[src/rtl/dmem_arbiter_if.sv]
// Shared data-memory bus: two requester ports plus the memory-side strobes.
// The slave modport is the arbiter; the master modport is the surrounding environment.
interface dmem_arbiter_if #(
    parameter int ADDR_W = 5,
    parameter int DATA_W = 32
);
    logic              p0_req;
    logic              p0_we;
    logic [ADDR_W-1:0] p0_addr;
    logic [DATA_W-1:0] p0_wdata;
    logic              p0_gnt;
    logic              p0_rvalid;
    logic [DATA_W-1:0] p0_rdata;

    logic              p1_req;
    logic              p1_we;
    logic [ADDR_W-1:0] p1_addr;
    logic [DATA_W-1:0] p1_wdata;
    logic              p1_gnt;
    logic              p1_rvalid;
    logic [DATA_W-1:0] p1_rdata;

    logic              mem_we;
    logic              mem_re;
    logic [ADDR_W-1:0] mem_addr;
    logic [DATA_W-1:0] mem_wdata;
    logic [DATA_W-1:0] mem_rdata;

    modport slave (
        input  p0_req, p0_we, p0_addr, p0_wdata,
        output p0_gnt, p0_rvalid, p0_rdata,
        input  p1_req, p1_we, p1_addr, p1_wdata,
        output p1_gnt, p1_rvalid, p1_rdata,
        output mem_we, mem_re, mem_addr, mem_wdata,
        input  mem_rdata
    );

    modport master (
        output p0_req, p0_we, p0_addr, p0_wdata,
        input  p0_gnt, p0_rvalid, p0_rdata,
        output p1_req, p1_we, p1_addr, p1_wdata,
        input  p1_gnt, p1_rvalid, p1_rdata,
        input  mem_we, mem_re, mem_addr, mem_wdata,
        output mem_rdata
    );
endinterface

[src/rtl/dmem_arbiter.sv]
// Two-port arbiter for a single-ported data memory: one access per cycle,
// alternating priority on ties, registered read data with a one-cycle rvalid pulse.
module dmem_arbiter #(
    parameter int ADDR_W = 5,
    parameter int DATA_W = 32
) (
    input  logic          clk,
    input  logic          rst_n,
    dmem_arbiter_if.slave bus
);

    localparam logic [1:0] IDLE   = 2'd0;
    localparam logic [1:0] SERVE0 = 2'd1;
    localparam logic [1:0] SERVE1 = 2'd2;

    logic [1:0]        state_q,      state_d;
    logic              last_grant_q, last_grant_d;
    logic              acc_we_q,     acc_we_d;
    logic [ADDR_W-1:0] acc_addr_q,   acc_addr_d;
    logic [DATA_W-1:0] acc_wdata_q,  acc_wdata_d;
    logic              p0_rvalid_q,  p0_rvalid_d;
    logic              p1_rvalid_q,  p1_rvalid_d;
    logic [DATA_W-1:0] p0_rdata_q,   p0_rdata_d;
    logic [DATA_W-1:0] p1_rdata_q,   p1_rdata_d;

    logic elig0;
    logic elig1;
    logic serving;

    always_comb begin
        elig0   = bus.p0_req && (state_q != SERVE0);
        elig1   = bus.p1_req && (state_q != SERVE1);
        serving = (state_q == SERVE0) || (state_q == SERVE1);

        state_d      = IDLE;
        last_grant_d = last_grant_q;
        acc_we_d     = acc_we_q;
        acc_addr_d   = acc_addr_q;
        acc_wdata_d  = acc_wdata_q;

        // On a tie the port that was not granted most recently wins.
        if (elig0 && elig1) begin
            state_d = last_grant_q ? SERVE0 : SERVE1;
        end else if (elig0) begin
            state_d = SERVE0;
        end else if (elig1) begin
            state_d = SERVE1;
        end

        if (state_d == SERVE0) begin
            last_grant_d = 1'b0;
            acc_we_d     = bus.p0_we;
            acc_addr_d   = bus.p0_addr;
            acc_wdata_d  = bus.p0_wdata;
        end else if (state_d == SERVE1) begin
            last_grant_d = 1'b1;
            acc_we_d     = bus.p1_we;
            acc_addr_d   = bus.p1_addr;
            acc_wdata_d  = bus.p1_wdata;
        end

        p0_rvalid_d = (state_q == SERVE0) && !acc_we_q;
        p1_rvalid_d = (state_q == SERVE1) && !acc_we_q;
        p0_rdata_d  = p0_rvalid_d ? bus.mem_rdata : p0_rdata_q;
        p1_rdata_d  = p1_rvalid_d ? bus.mem_rdata : p1_rdata_q;
    end

    always_ff @(posedge clk) begin
        if (!rst_n) begin
            state_q      <= IDLE;
            last_grant_q <= 1'b1;
            acc_we_q     <= 1'b0;
            acc_addr_q   <= '0;
            acc_wdata_q  <= '0;
            p0_rvalid_q  <= 1'b0;
            p1_rvalid_q  <= 1'b0;
            p0_rdata_q   <= '0;
            p1_rdata_q   <= '0;
        end else begin
            state_q      <= state_d;
            last_grant_q <= last_grant_d;
            acc_we_q     <= acc_we_d;
            acc_addr_q   <= acc_addr_d;
            acc_wdata_q  <= acc_wdata_d;
            p0_rvalid_q  <= p0_rvalid_d;
            p1_rvalid_q  <= p1_rvalid_d;
            p0_rdata_q   <= p0_rdata_d;
            p1_rdata_q   <= p1_rdata_d;
        end
    end

    // Strobes are masked while rst_n is low so an access caught by reset never commits.
    assign bus.mem_we    = serving &&  acc_we_q && rst_n;
    assign bus.mem_re    = serving && !acc_we_q && rst_n;
    assign bus.mem_addr  = acc_addr_q;
    assign bus.mem_wdata = acc_wdata_q;

    assign bus.p0_gnt    = (state_q == SERVE0);
    assign bus.p1_gnt    = (state_q == SERVE1);
    assign bus.p0_rvalid = p0_rvalid_q;
    assign bus.p1_rvalid = p1_rvalid_q;
    assign bus.p0_rdata  = p0_rdata_q;
    assign bus.p1_rdata  = p1_rdata_q;

endmodule

[src/flat_wrapper.sv]
// flat-port wrapper written by rule: the top's interface ports become plain ports
module dmem_arbiter_flat 
#(
    parameter int ADDR_W = 5,
    parameter int DATA_W = 32
)
  (clk, rst_n, bus_p0_req, bus_p0_we, bus_p0_addr, bus_p0_wdata, bus_p0_gnt, bus_p0_rvalid, bus_p0_rdata, bus_p1_req, bus_p1_we, bus_p1_addr, bus_p1_wdata, bus_p1_gnt, bus_p1_rvalid, bus_p1_rdata, bus_mem_we, bus_mem_re, bus_mem_addr, bus_mem_wdata, bus_mem_rdata);
  dmem_arbiter_if #(.ADDR_W(ADDR_W), .DATA_W(DATA_W)) bus_i ();
  input  logic clk;
  input  logic rst_n;
  input wire logic [$bits(bus_i.p0_req)-1:0] bus_p0_req;
  input wire logic [$bits(bus_i.p0_we)-1:0] bus_p0_we;
  input wire logic [$bits(bus_i.p0_addr)-1:0] bus_p0_addr;
  input wire logic [$bits(bus_i.p0_wdata)-1:0] bus_p0_wdata;
  output wire logic [$bits(bus_i.p0_gnt)-1:0] bus_p0_gnt;
  output wire logic [$bits(bus_i.p0_rvalid)-1:0] bus_p0_rvalid;
  output wire logic [$bits(bus_i.p0_rdata)-1:0] bus_p0_rdata;
  input wire logic [$bits(bus_i.p1_req)-1:0] bus_p1_req;
  input wire logic [$bits(bus_i.p1_we)-1:0] bus_p1_we;
  input wire logic [$bits(bus_i.p1_addr)-1:0] bus_p1_addr;
  input wire logic [$bits(bus_i.p1_wdata)-1:0] bus_p1_wdata;
  output wire logic [$bits(bus_i.p1_gnt)-1:0] bus_p1_gnt;
  output wire logic [$bits(bus_i.p1_rvalid)-1:0] bus_p1_rvalid;
  output wire logic [$bits(bus_i.p1_rdata)-1:0] bus_p1_rdata;
  output wire logic [$bits(bus_i.mem_we)-1:0] bus_mem_we;
  output wire logic [$bits(bus_i.mem_re)-1:0] bus_mem_re;
  output wire logic [$bits(bus_i.mem_addr)-1:0] bus_mem_addr;
  output wire logic [$bits(bus_i.mem_wdata)-1:0] bus_mem_wdata;
  input wire logic [$bits(bus_i.mem_rdata)-1:0] bus_mem_rdata;
  assign bus_i.p0_req = bus_p0_req;
  assign bus_i.p0_we = bus_p0_we;
  assign bus_i.p0_addr = bus_p0_addr;
  assign bus_i.p0_wdata = bus_p0_wdata;
  assign bus_p0_gnt = bus_i.p0_gnt;
  assign bus_p0_rvalid = bus_i.p0_rvalid;
  assign bus_p0_rdata = bus_i.p0_rdata;
  assign bus_i.p1_req = bus_p1_req;
  assign bus_i.p1_we = bus_p1_we;
  assign bus_i.p1_addr = bus_p1_addr;
  assign bus_i.p1_wdata = bus_p1_wdata;
  assign bus_p1_gnt = bus_i.p1_gnt;
  assign bus_p1_rvalid = bus_i.p1_rvalid;
  assign bus_p1_rdata = bus_i.p1_rdata;
  assign bus_mem_we = bus_i.mem_we;
  assign bus_mem_re = bus_i.mem_re;
  assign bus_mem_addr = bus_i.mem_addr;
  assign bus_mem_wdata = bus_i.mem_wdata;
  assign bus_i.mem_rdata = bus_mem_rdata;
  dmem_arbiter #(.ADDR_W(ADDR_W), .DATA_W(DATA_W)) u_core (.clk(clk), .rst_n(rst_n), .bus(bus_i));
endmodule
[config.mk]
export PLATFORM = sky130hd
export DESIGN_NAME = dmem_arbiter_flat
export DESIGN_NICKNAME = d
export VERILOG_FILES = /design/src/rtl/dmem_arbiter_if.sv /design/src/rtl/dmem_arbiter.sv /design/src/flat_wrapper.sv
export SDC_FILE = /design/constraint.sdc
export NUM_CORES = 1
export LEC_CHECK = 0
export ABC_AREA = 0
export CAP_MARGIN = 10
export CORE_AREA = 2 2 109 111
export CTS_BUF_LIST = sky130_fd_sc_hd__clkbuf_8
export DETAILED_ROUTE_END_ITERATION = 10
export DIE_AREA = 0 0 111 113
export GPL_TIMING_DRIVEN = 0
export PLACE_DENSITY = 0.76
export SLEW_MARGIN = 20
export SYNTH_ARGS = -nofsm -noshare
export SYNTH_HDL_FRONTEND = slang
export SYNTH_SLANG_ARGS = --single-unit
[constraint.sdc]
create_clock -name clk -period 2.1 [get_ports clk]
set_clock_uncertainty 0.1 [all_clocks]
set_input_delay 0.315 -clock clk [delete_from_list [all_inputs] [get_ports clk]]
set_output_delay 0.315 -clock clk [all_outputs]
set_load 0.02 [all_outputs]
### Word-level counts from Yosys, hierarchy flattened

Cells that the tools add are included.

| storage, ports and cells | value |
|---|---|
| register bits after elaboration | 107 |
| input bits | 112 |
| output and inout bits | 107 |
| logic and storage cells | 39 |

| cells by class | value |
|---|---|
| equal/unequal tests | 6 |
| mux-type cells | 12 |
| reductions and logical operators | 12 |

Operators by type and width:

| operator | number |
|---|---|
| $mux W32 | 2 |
| $mux W5 | 2 |
| $logic_and A1 B1 Y1 | 9 |
| $mux W2 | 4 |
| $eq A2 B1 Y1 const B | 2 |
| $eq A2 B2 Y1 const B | 2 |
| $mux W1 | 4 |
| $ne A2 B1 Y1 const B | 1 |
| $ne A2 B2 Y1 const B | 1 |
| $reduce_bool A2 Y1 | 1 |
| $logic_not A1 Y1 | 1 |
| $logic_or A1 B1 Y1 | 1 |

### Logic depth before layout (Yosys ltp)

Gate-level depths: netlist (run 1).

| depth | value |
|---|---|
| word-level depth | 8 |
| mapped depth | 9 |
| gate-level depth less buffers | 8 |

### Worst setup path before layout (run 1)

No wires, ideal clock.

| timing | value |
|---|---|
| path kind | register to register |
| start | register u_core.state_q[0] |
| end | register u_core.acc_wdata_q[21], in the netlist u_core.bus.mem_wdata[21] |
| setup time | 133 ps |
| arrival time | 1923 ps |
| data required time | 1867 ps |
| setup slack | -56 ps |
| stages on the path, launching flop included | 10 |
| path buffers | 2 |
| period minus slack after synthesis | 2156 ps |
| cells stage by stage | dfxtp_1 -> inv_1 -> ha_1 -> nand2b_1 -> o21a_1 -> ha_1 -> inv_1 -> buf_2 -> clkbuf_1 -> a21oi_1 |

| between the ends | value |
|---|---|
| elaborated cells on any way between the ends | 12 |
| classes of those cells | 4 x eq/ne; 4 x mux; 4 x reduce/logical |

RTL lines:

| element | RTL line | RTL |
|---|---|---|
| from (decl) | dmem_arbiter.sv:16 | `logic [1:0] state_q, state_d;` |
| from (signal assigned) | dmem_arbiter.sv:80 | `state_q <= state_d;` |
| $ne A2 B1 Y1 or $ne A2 B2 Y1 (tied branches) | dmem_arbiter.sv:31, dmem_arbiter.sv:32 |  |
| $logic_and A1 B1 Y1, on equally long branches | dmem_arbiter.sv:31, dmem_arbiter.sv:32 |  |
| $mux W2 or $logic_and A1 B1 Y1 (tied branches) | dmem_arbiter.sv:44, dmem_arbiter.sv:42 |  |
| $mux W2 * | dmem_arbiter.sv:42 | `if (elig0 && elig1) begin` |
| net u_core.state_d[0] | dmem_arbiter.sv:16 |  |
| $eq A2 B1 Y1 or $eq A2 B2 Y1 (tied branches) | dmem_arbiter.sv:50, dmem_arbiter.sv:55 |  |
| $mux W32 or $reduce_bool A2 Y1 (tied branches) | - |  |
| to (signal assigned) | dmem_arbiter.sv:84 | `acc_wdata_q <= acc_wdata_d;` |
| to (decl) | dmem_arbiter.sv:20 | `logic [DATA_W-1:0] acc_wdata_q, acc_wdata_d;` |

The timed path passes the listed nets; every way through them passes the cells marked *.
A chain may end at the register's enable or synchronous reset.

### Worst setup path after layout (run 1)

| timing | value |
|---|---|
| start | register u_core.state_q[0] |
| end | output port bus_p1_gnt |

| between the ends | value |
|---|---|
| word-level cells in the longest chain between the ends | 1 |

Ends and longest elaborated chain:

| element | RTL line | RTL |
|---|---|---|
| $eq A2 B2 Y1 | dmem_arbiter.sv:99 | `assign bus.p1_gnt = (state_q == SERVE1);` |
| to (decl) | flat_wrapper.sv:22 | `output wire logic [$bits(bus_i.p1_gnt)-1:0] bus_p1_gnt;` |

No other way between the ends.

==> results.sh, run 1 <==
export IMPL_worstSetupStartpointType="register"
export IMPL_r2r_slack_ns=0.11
export IMPL_area_growth_pct=65.09
export IMPL_power_total_mw=5.071
export IMPL_synth_fp_nets=592
export IMPL_worst_path_max_fanout=5
export IMPL_placed_cells=837
export IMPL_clk_latency_ns=0.37
export IMPL_final_antenna_net_count=0
export IMPL_vias=4214
export IMPL_root_buffer="clkbuf_8"
export IMPL_place_area_um2=6499
export IMPL_clkPwrFrac=0.262
export IMPL_swShare=0.2937
export IMPL_core_um2=11270
export IMPL_min_path_type="reg2reg"
export IMPL_arrival_ns=1.59
export IMPL_leakage_nw=2.505
export IMPL_cts_buffers=9
export IMPL_status="finished clean"
export IMPL_synth_warnings=0
export IMPL_synthTopCellsByCount="129 x nand2_1, 107 x dfxtp_1, 89 x a21oi_1, 39 x o21ai_0, 38 x mux2i_1"
export IMPL_drt_iter0_drc=190
export IMPL_vdd_drop_max_mv=0.4573
export IMPL_synth_top_area_cell="dfxtp_1"
export IMPL_syn_instance_count=476
export IMPL_netlist_area_leader_share=0.5178
export IMPL_setup_tns_ns=0
export IMPL_final_cells=855
export IMPL_period_minus_slack_ns=2.003
export IMPL_rsz0062_at_grt="yes"
export IMPL_dp_slack_ns=-0.4169
export IMPL_synth_area_leaders="dfxtp_1 52%, nand2_1 12%, a21oi_1 11%, mux2i_1 9.2%, o21ai_0 4.7%"
export IMPL_die_x_um=111
export IMPL_wl_um=13570
export IMPL_relSlewSlack=0.6348
export IMPL_max_cap_viol_count=0
export IMPL_slew_violations=0
export IMPL_via_per_inst=4.929
export IMPL_yosysMostFrequentCell="nand2_1"
export IMPL_hold_viol=0
export IMPL_setup_violations=0
export IMPL_worstMarginPinSlew_ns=0.5479
export IMPL_first_pass_iters=6
export IMPL_setup_ws_ns=0.09680
export IMPL_dieArea_um2=12540
export IMPL_async_flop_share=0
export IMPL_cts_tree="done"
export IMPL_fill_cells=1044
export IMPL_synth_avg_cell_area_um2=8.690
export IMPL_grt_overflow=0
export IMPL_htreeDepth=3
export IMPL_ys_seq_area_frac=0.5178
export IMPL_fmax_mhz=499.2
export IMPL_cts_sink_count=107
export IMPL_initial_core_util=0.3670
export IMPL_io_buffer_count=218
export IMPL_period_share=0.9539
export IMPL_antenna_found_initial=0
export IMPL_share_comb_of_total_power=0.284
export IMPL_grt_pass1_wl_um=21270
export IMPL_worstSetupPathType="reg2out"
export IMPL_synth_seq_cells=107
export IMPL_p_sw_mw=1.489
export IMPL_synth_cell_types=22
export IMPL_power_frac_seq=0.454
export IMPL_final_cell_area_um2=6829
export IMPL_dp_hpwl_um=10570
export IMPL_clock_path_buffers=2
export IMPL_fin_nets=823
export IMPL_syn_area_um2=4136
export IMPL_drc=0
export IMPL_drive_above_1_share=0.09691
export IMPL_p_int_mw=3.581
export IMPL_fp_dieH_um=113
export IMPL_routedWlPerCell_um=15.87
export IMPL_grt_max_degree=17
export IMPL_synth_edf_count=0
export IMPL_worstSetupEndpointType="primary output"
export IMPL_clk_pin_slew_ns=0.10
export IMPL_gp_congestion=0.8117
export IMPL_antenna_cells=0
export IMPL_cts_hold_buf=0
export IMPL_grt_pass1_vias=4313
export IMPL_synth_ff_type="dfxtp_1"
export IMPL_grt_usage=0.2128
export IMPL_crit_required_ns=1.68
export IMPL_rows=39
export IMPL_num_io_pins=219
export IMPL_p_per_area_nw_per_um2=742.5
## repair_timing
item / 4_1_cts / 5_1_grt
gates cloned: 0 / 0
setup endpoints to repair: 41 / 42
hold endpoints to repair: 0 / 0
gates resized for setup: 28 / 15
setup buffers: 2 / 0
## stage by stage
| stage | hold slack [ns] | utilization |
|---|---|---|
| after global routing | 0.3752 | 0.6058 |
| after CTS | 0.3595 | 0.6024 |
| after detailed placement | 0.3459 | 0.5765 |
| after floorplan | 0.3510 | - |
| final | 0.3573 | 0.6058 |
| after global placement | 0.3422 | 0.5765 |
## sequential cells by signal (all words and copies together), names as in the netlist
signal,count
u_core.bus.p0_rdata,32
u_core.bus.mem_addr,5
u_core.bus.p1_rdata,32
u_core.acc_we_q,1
u_core.state_q,2
u_core.bus.p1_rvalid,1
u_core.bus.p0_rvalid,1
u_core.last_grant_q,1
u_core.bus.mem_wdata,32
## cell usage in the layout (no fill, tap or decap), drive strengths merged, types with 2 or more instances in the layout
cell and count:
dfxtp 107, clkinvlp 2, ha 4, mux2i 38
clkbuf 25, nand2b 3, o21ai 39, clkdlybuf4s50 214
buf 27, inv 5, a21oi 102, nand2 129
clkdlybuf4s15 2, nor3b 2, nor2b 3, nor2 2
## cells by family after synthesis
family | synth area share
compound gates | 0.1860
simple gates | 0.1361
flops | 0.5178
buf+inv | 0.05596
mux | 0.09195
fa+ha+maj | 0.01210
## layout make-up
| cell class | instances | area [um^2] | area share |
|---|---|---|---|
| Buffer | 38 | 290.3 | 0.04251 |
| Sequential cell | 107 | 2143 | 0.3139 |
| Tap cell | 143 | 178.9 | 0.02620 |
| Timing Repair Buffer | 220 | 2200 | 0.3221 |
| Multi-Input combinational cell | 327 | 1785 | 0.2615 |
| Clock buffer | 12 | 165.2 | 0.02418 |
| Clock inverter | 4 | 48.80 | 0.007145 |
| Inverter | 4 | 17.52 | 0.002565 |
## worst paths after layout
| check | startpoint | cells past startpoint | endpoint |
|---|---|---|---|
| max | u_core.state_q[0] | 3 | bus_p1_gnt |
| min | u_core.bus.p0_rdata[12] | 2 | u_core.bus.p0_rdata[12] |
| min reg2reg | u_core.bus.p0_rdata[12] | 2 | u_core.bus.p0_rdata[12] |
| max reg2reg | u_core.state_q[0] | 9 | u_core.bus.mem_wdata[12] |
## power groups by stage
stage	registers, mW	logic (mW)	clock network (mW)
6_report	2.30	1.44	1.33
5_1_grt	2.32	1.54	1.44
4_1_cts	2.30	1.43	1.37
3_5_place_dp	2.35	1.37	0
3_3_place_gp	2.34	1.35	0
2_1_floorplan	2.54	0.453	0
## worst max-delay path, stage by stage (launching register included)
cell and delay, ns:
dfxtp_2 0.33, inv_1 0.05, ha_2 0.22, clkdlybuf4s50_1 0.61
## per-layer routing
metal  vias to the layer above  wire [um]  global-route usage
li1                       2050          -                   -
met1                      1944       5100              0.2200
met2                       199       6645              0.3845
met3                        21       1570             0.09427
met4                         0        254             0.07500
met5                         -          0                   0
(Power assumes the default switching activity.)
==> inputs of run 2 (changes only) <==
--- a/config.mk
+++ b/config.mk
@@ -11,7 +11,9 @@
 export CTS_BUF_LIST = sky130_fd_sc_hd__clkbuf_8
 export DETAILED_ROUTE_END_ITERATION = 10
 export DIE_AREA = 0 0 111 113
+export GPL_ROUTABILITY_DRIVEN = 0
 export GPL_TIMING_DRIVEN = 0
+export MAX_ROUTING_LAYER = met4
 export PLACE_DENSITY = 0.76
 export SLEW_MARGIN = 20
 export SYNTH_ARGS = -nofsm -noshare
==> results.sh, run 2 (synthesis gave the netlist of run 1 again) <==
export IMPL_worstSetupPathType="reg2out"
export IMPL_clkPwrFrac=0.261
export IMPL_final_core_util=0.6058
export IMPL_drt_iter0_drc=182
export IMPL_dieArea_um2=12540
export IMPL_grt_usage=0.2192
export IMPL_vias=4226
export IMPL_period_share=0.9532
export IMPL_initial_core_util=0.3670
export IMPL_arrival_ns=1.59
export IMPL_worstSetupStartpointType="register"
export IMPL_final_antenna_net_count=0
export IMPL_cp_num_buf_inv=2
export IMPL_root_buffer="clkbuf_8"
export IMPL_cts_tree="done"
export IMPL_grt_use_met2=0.3853
export IMPL_power_frac_seq=0.455
export IMPL_max_cap_viol_count=0
export IMPL_cts_sink_count=107
export IMPL_htreeDepth=3
export IMPL_hold_depth=2
export IMPL_vdd_drop_max_mv=0.4545
export IMPL_setup_violations=0
export IMPL_fmax_mhz=499.6
export IMPL_share_comb_of_total_power=0.284
export IMPL_r2r_cells=9
export IMPL_fill_cells=1044
export IMPL_drc=0
export IMPL_core_um2=11270
export IMPL_hold_viol=0
export IMPL_leakage_nw=2.505
export IMPL_dp_hpwl_um=10570
export IMPL_crit_required_ns=1.68
export IMPL_num_io_pins=219
export IMPL_rows=39
export IMPL_antenna_found_initial=0
export IMPL_clock_path_buffers=2
export IMPL_antenna_cells=0
export IMPL_status="finished clean"
export IMPL_p_per_area_nw_per_um2=741.7
export IMPL_slowest_delay_ns=0.61
export IMPL_routedWlPerCell_um=15.92
export IMPL_cts_buffers=9
export IMPL_period_minus_slack_ns=2.002
export IMPL_rsz0062_at_grt="yes"
export IMPL_grt_use_met3=0.07392
export IMPL_wl_um=13610
export IMPL_most_common_layout_cells="214 x clkdlybuf4s50_1, 129 x nand2_1, 106 x dfxtp_1"
export IMPL_cp_depth=3
export IMPL_busiest_layer="met2"
export IMPL_multiInputGateArea_um2=1785
export IMPL_relSlewSlack=0.6423
export IMPL_layout_commonest_cell="clkdlybuf4s50_1"
export IMPL_grt_max_degree=17
export IMPL_drive_above_1_share=0.09691
export IMPL_power_total_mw=5.065
export IMPL_slew_violations=0
export IMPL_clk_pin_slew_ns=0.09
export IMPL_fin_nets=823
export IMPL_grt_pass1_wl_um=21180
export IMPL_use_met1=0.2320
export IMPL_grt_overflow=0
export IMPL_seqCellArea_um2=2143
export IMPL_setup_tns_ns=0
export IMPL_via_per_inst=4.943
export IMPL_swShare=0.2930
export IMPL_critPathTopFamily="buffers and inverters"
export IMPL_worstSetupEndpointType="primary output"
export IMPL_first_pass_iters=5
export IMPL_fp_dieH_um=113
export IMPL_worstMarginPinSlew_ns=0.5366
export IMPL_grt_pass1_vias=4346
export IMPL_path_cells="inv_1, ha_2, clkdlybuf4s50_1"
export IMPL_clk_latency_ns=0.37
export IMPL_min_path_type="reg2reg"
export IMPL_worst_path_max_fanout=5
export IMPL_die_x_um=111
export IMPL_hold_ws_ns=0.3574
export IMPL_p_int_mw=3.581
export IMPL_final_cell_area_um2=6829
export IMPL_io_buffer_count=218
export IMPL_place_area_um2=6499
export IMPL_area_growth_pct=65.09
export IMPL_slowest_stage="clkdlybuf4s50_1"
export IMPL_p_sw_mw=1.484
[run 2: cell counts in the layout (fill, tap and decap cells not counted)]
Identical to the previous run, type by type.
[run 2: path summary, 6_finish.rpt]
check,startpoint,to,slack (ns)
worst max register to register,u_core.state_q[0],u_core.bus.mem_wdata[12],0.11
worst min-delay path,u_core.bus.p0_rdata[12],u_core.bus.p0_rdata[12],0.36
worst max-delay path,u_core.state_q[0],bus_p1_gnt,0.1
worst min register to register,u_core.bus.p0_rdata[12],u_core.bus.p0_rdata[12],0.36
[run 2: routing by layer]
metal  wire (um)  vias to the layer above
met5           0                        -
met4         240                        0
met3        1283                       17
met2        6696                      198
met1        5393                     1962
li1            -                     2049
[run 2: power groups by stage]
stage / Combinational (mW) / Sequential [mW] / Clock, mW
global route: 1.54 / 2.32 / 1.44
floorplan: 0.453 / 2.54 / 0
detailed placement: 1.37 / 2.35 / 0
global placement: 1.35 / 2.34 / 0
finish: 1.44 / 2.30 / 1.32
CTS: 1.43 / 2.30 / 1.37
[run 2: final cells by class]
cell class / count / share of cell area
Clock inverter: 4 / 0.007145
Clock buffer: 12 / 0.02418
Tap cell: 143 / 0.02620
Multi-Input combinational cell: 327 / 0.2615
Inverter: 4 / 0.002565
Sequential cell: 107 / 0.3139
Timing Repair Buffer: 220 / 0.3221
Buffer: 38 / 0.04251
[run 2: what timing repair did]
item	CTS	global route
gates resized for setup	28	15
hold buffers	0	0
buffers inserted	2	0
setup endpoints to repair	41	42
[run 2: per-stage QoR]
step / instances / setup slack (ns)
after floorplan: 476 / 0.05129
after global placement: 837 / -0.4073
after detailed placement: 837 / -0.4169
after CTS: 855 / 0.004689
after global routing: 855 / -0.008392
final: 855 / 0.09835
[run 2: worst min-delay path, cell delays in order (launching register included)]
cell,delay (ns)
dfxtp_1,0.32
nand2_1,0.05
a21oi_1,0.05
